### config.mk
export PLATFORM = sky130hd
export DESIGN_NAME = nibble_serial_adder_ctrl
export DESIGN_NICKNAME = d
export VERILOG_FILES = /design/src/rtl/nibble_serial_adder_ctrl_pkg.sv /design/src/rtl/nibble_serial_adder_ctrl.sv
export SDC_FILE = /design/constraint.sdc
export NUM_CORES = 1
export LEC_CHECK = 0
export CAP_MARGIN = 10
export CORE_MARGIN = 3
export CORE_UTILIZATION = 40
export DETAILED_ROUTE_END_ITERATION = 8
export PLACE_DENSITY_LB_ADDON = 0.2
export SLEW_MARGIN = 20
export SYNTH_ARGS = -nofsm -noshare
export SYNTH_HDL_FRONTEND = slang
export SYNTH_SLANG_ARGS = --single-unit
### constraint.sdc
create_clock -name clk -period 1.8 [get_ports clk]
set_clock_uncertainty 0.2 [all_clocks]
set_input_delay 0.27 -clock clk [delete_from_list [all_inputs] [get_ports clk]]
set_output_delay 0.27 -clock clk [all_outputs]
set_load 0.01 [all_outputs]
### src/rtl/nibble_serial_adder_ctrl_pkg.sv
// Shared constants and FSM state type for the nibble-serial adder sequencer.
package nibble_serial_adder_ctrl_pkg;

    localparam int NIB_W = 4;

    typedef enum logic [1:0] {
        ST_IDLE = 2'd0,
        ST_RUN  = 2'd1,
        ST_DONE = 2'd2
    } state_t;

endpackage

### src/rtl/nibble_serial_adder_ctrl.sv
// Sequences a WIDTH-bit add through an external 4-bit adder, one nibble per clock,
// LSB nibble first, with valid/ready handshakes on both sides.
//
// state   | meaning
// IDLE    | in_ready high, waiting for operands
// RUN     | feeding one nibble per cycle to the adder
// DONE    | result presented with out_valid, waiting for out_ready
module nibble_serial_adder_ctrl
    import nibble_serial_adder_ctrl_pkg::*;
#(
    parameter int WIDTH = 16
) (
    input  logic             clk,
    input  logic             rst,
    input  logic             in_valid,
    output logic             in_ready,
    input  logic [WIDTH-1:0] op_a,
    input  logic [WIDTH-1:0] op_b,
    input  logic             op_cin,
    output logic [3:0]       add_a,
    output logic [3:0]       add_b,
    output logic             add_cin,
    input  logic [3:0]       add_sum,
    input  logic [3:0]       add_c,
    output logic             out_valid,
    input  logic             out_ready,
    output logic [WIDTH-1:0] result,
    output logic             cout,
    output logic             ovf
);

    localparam int NIB   = WIDTH / NIB_W;
    localparam int CNT_W = $clog2(NIB);
    localparam logic [CNT_W-1:0] CNT_LAST = CNT_W'(NIB - 1);

    state_t           r_state;
    logic [WIDTH-1:0] r_a;
    logic [WIDTH-1:0] r_b;
    logic             r_carry;
    logic [CNT_W-1:0] r_cnt;
    logic [WIDTH-1:0] r_result;
    logic             r_cout;
    logic             r_ovf;
    logic             w_run;
    logic             w_unused_c;

    assign w_run      = (r_state == ST_RUN);
    assign w_unused_c = ^add_c[1:0];

    // Adder inputs come only from registers so the adder path stays within one cycle.
    assign add_a   = w_run ? r_a[3:0] : 4'd0;
    assign add_b   = w_run ? r_b[3:0] : 4'd0;
    assign add_cin = w_run ? r_carry  : 1'b0;

    assign in_ready  = (r_state == ST_IDLE);
    assign out_valid = (r_state == ST_DONE);
    assign result    = r_result;
    assign cout      = r_cout;
    assign ovf       = r_ovf;

    always_ff @(posedge clk) begin
        if (rst) begin
            r_state  <= ST_IDLE;
            r_a      <= '0;
            r_b      <= '0;
            r_carry  <= 1'b0;
            r_cnt    <= '0;
            r_result <= '0;
            r_cout   <= 1'b0;
            r_ovf    <= 1'b0;
        end else begin
            case (r_state)
                ST_IDLE: begin
                    if (in_valid) begin
                        r_a     <= op_a;
                        r_b     <= op_b;
                        r_carry <= op_cin;
                        r_cnt   <= '0;
                        r_state <= ST_RUN;
                    end
                end
                ST_RUN: begin
                    r_a      <= r_a >> NIB_W;
                    r_b      <= r_b >> NIB_W;
                    r_result <= {add_sum, r_result[WIDTH-1:NIB_W]};
                    r_carry  <= add_c[3];
                    r_cnt    <= r_cnt + CNT_W'(1);
                    if (r_cnt == CNT_LAST) begin
                        r_cout  <= add_c[3];
                        r_ovf   <= add_c[3] ^ add_c[2];
                        r_state <= ST_DONE;
                    end
                end
                ST_DONE: begin
                    if (out_ready) r_state <= ST_IDLE;
                end
                default: r_state <= ST_IDLE;
            endcase
        end
    end

endmodule

==> impl_metrics.yaml <==
run_status:
  status: "completed"
clocking:
  cts_tree: "yes"
  htreeDepth: 2
  cts_root_buf: "clkbuf_8"
  post_cts_buffers: 0
  clock_sinks: 55
  hold_buffers: 0
  cts_made_buffers: 5
  clkTransAtPathRegs_ns: 0.10
  clk_latency_ns: 0.31
  cts_buffer_depth: 2
die:
  pin_count: 74
  fp.dieH_um: 82.0
  dieArea_um2: 6720
  core.rowCount: 27
  dieWidth_um: 82.0
  core_um2: 5540
  start_util_pct: 41.7
finish:
  layout_commonest_cell: "clkdlybuf4s50_1"
  area_growth_pct: 38.4
  antennaDiodeCount: 0
  nets: 372
  final_cell_mix: "clkdlybuf4s50_1 (59), dfxtp_1 (53), a21oi_1 (48)"
  drive_gt1_share_pct: 12.8
logic_synthesis:
  synthCells: 253
  async_flop_share_pct: 0
  ys_warn_count: 0
  ys.flop_type: "dfxtp_1"
  ys_seq_area_share_pct: 47.7
  synthesis.nets: 299
  syn_area_um2: 2310
  synth_cell_types: 24
  synth.ff_latch_count: 55
  avgSynthCellArea_um2: 9.13
  synth_edf_count: 0
sta:
  timing.final.crit_share_pct: 95.1
  relSlewSlack_pct: 62.3
  hold_viol: 0
  period_minus_slack_ns: 1.71
  rsz0062_at_grt: "no"
  clock.fmax_mhz: 584
  fin_ws_ns: 0.0877
  slew_violations: 0
  timing.final.setup_violations: 0
  whs_ns: 0.230
  tightest_slew_ns: 0.564
drt:
  drtPass1Iterations: 4
  drt_iter0_drc: 105
  routed_via_density: 4.96
  drt_wl_total_mm: 5.26
  drc: 0
  vias: 1978
  detail-route-antenna-nets: 0
  wl_per_cell_um: 13.2
setup_path:
  path_cells: "buf_4 > nor2b_1 > dlygate4sd2_1"
  cp_slowest_cell: "dfxtp_2"
  reg2reg_depth: 4
  cp.depth: 3
  cp_top_family: "buffers and inverters"
  endpoint: "out_valid"
  crit_type: "reg2out"
  cp.required_ns: 1.33
  arrival_ns: 1.24
  rr_startpoint: "r_state[0]"
  crit_start: "r_state[0]"
  start_kind: "flip-flop"
  crit_buf_inv: 2
  reg2reg_to: "r_a[6]"
  crit_path_end_kind: "primary output"
  cpPeakStageDelay_ns: 0.33
  rrSetupSlack_ns: 0.21
  path_max_fanout: 11
global_routing:
  grt_pass1_wl_mm: 8.53
  grt_antenna_before_repair: 0
  grt_pass1_vias: 1888
  gr-usage-all-layers_pct: 16.2
  globalRoute.totalOverflow: 0
  grt_start_max_net_pins: 31
power_and_ir_drop:
  clkPwrFrac_pct: 33.0
  peakVddDrop_v: 0.000482
  seqPwrFrac_pct: 50.8
  p_per_area_nw_per_um2: 823
  swShare_pct: 24.4
  p_int_mw: 1.99
  power.static_leakage_nw: 1.22
  p_switching_uw: 641
  combPwrFrac_pct: 16.2
placement:
  hpwl_mm: 3.69
  finalWeightedCongestion: 0.730
  pre_cts_slack_ns: -0.0945
  portBuffers: 71
worst_hold_path:
  min-delay-path-class: "in2reg"
run:
  drv_cap: 0
registers in the layout, summed over array words and instances (netlist names):
signal   cells
r_state      2
cout         1
r_carry      1
r_a         16
r_cnt        2
ovf          1
r_b         16
result      16
logic make-up after synthesis:
kind of cell    after synthesis  synth area share, %
mux                           2                0.867
compound gates               83                 25.6
buf+inv                      45                 10.3
xor+xnor                      1                0.379
simple gates                 66                 14.7
flops                        55                 47.7
fa+ha+maj                     1                0.542
per-stage QoR:
step / TNS (ns) / utilization, % / power, mW / area [µm²] / cells
4_1_cts: 0 / 58.5 / 2.67 / 3240 / 399
6_report: 0 / 57.7 / 2.63 / 3200 / 399
5_1_grt: 0 / 57.7 / 2.76 / 3200 / 399
3_5_place_dp: -1.93 / 56.3 / 1.80 / 3120 / 391
3_3_place_gp: -1.76 / 56.3 / 1.80 / 3120 / 391
2_1_floorplan: 0 / - / 1.61 / 2310 / 253
cells in the mapped netlist, types with 2 or more instances:
cell type / n / area share (%)
nor2_1: 7 / 1.1
dfxtp_1: 55 / 48
inv_1: 25 / 4.1
a22oi_1: 5 / 1.6
o21ai_1: 4 / 0.87
clkbuf_1: 5 / 0.81
nand2b_1: 3 / 0.81
and2_1: 9 / 2.4
nor2_4: 3 / 1.5
nand2_1: 33 / 5.4
a21oi_1: 48 / 10
nand3b_1: 5 / 1.6
o221a_1: 25 / 12
nor2b_1: 3 / 0.81
mux2i_1: 2 / 0.87
buf_6: 6 / 2.9
buf_4: 5 / 1.6
buf_2: 4 / 0.87
timing repair:
| action | in CTS | in global routing |
|---|---|---|
| setup endpoints to repair | 11 | 9 |
| cloned | 0 | 0 |
| gates resized for setup | 21 | 10 |
per-layer routing:
| layer | vias to the layer above | routed length [µm] | share of wire [%] | GRT usage, % |
|---|---|---|---|---|
| met5 | - | 0 | 0 | 0 |
| met4 | 0 | 59 | 1.1 | 4.49 |
| met3 | 5 | 399 | 7.6 | 5.70 |
| met2 | 49 | 2440 | 46 | 27.0 |
| li1 | 1014 | - | - | - |
| met1 | 910 | 2360 | 45 | 19.8 |
layout make-up:
| cell class | count | area, µm² |
|---|---|---|
| Fill cell | 537 | 2340 |
| Timing Repair Buffer | 86 | 808 |
| Multi-Input combinational cell | 153 | 978 |
| Inverter | 25 | 93.8 |
| Tap cell | 72 | 90.1 |
| Clock buffer | 6 | 82.6 |
| Sequential cell | 55 | 1100 |
| Clock inverter | 2 | 38.8 |
power groups by stage:
stage                     Combinational, mW  Sequential (mW)  Clock, mW
after detailed placement              0.441             1.36          0
after floorplan                       0.249             1.36          0
after global routing                  0.472             1.35      0.943
after global placement                0.435             1.36          0
final                                 0.426             1.34      0.867
after CTS                             0.437             1.34      0.894
how the worst min path moves through the flow:
| stage | start | end | slack [ns] | cells after the start |
|---|---|---|---|---|
| 2_1_floorplan | add_sum[0] | result[12] | 0.21 | 2 |
| 3_3_place_gp | result[0] | result[0] | 0.24 | 2 |
| 3_5_place_dp | ovf | ovf | 0.25 | 2 |
| 4_1_cts | rst | r_b[13] | 0.23 | 2 |
| 5_1_grt | rst | r_b[13] | 0.25 | 2 |
| 6_report | rst | r_b[13] | 0.23 | 2 |
No activity file was read; power rests on OpenSTA's default activity.
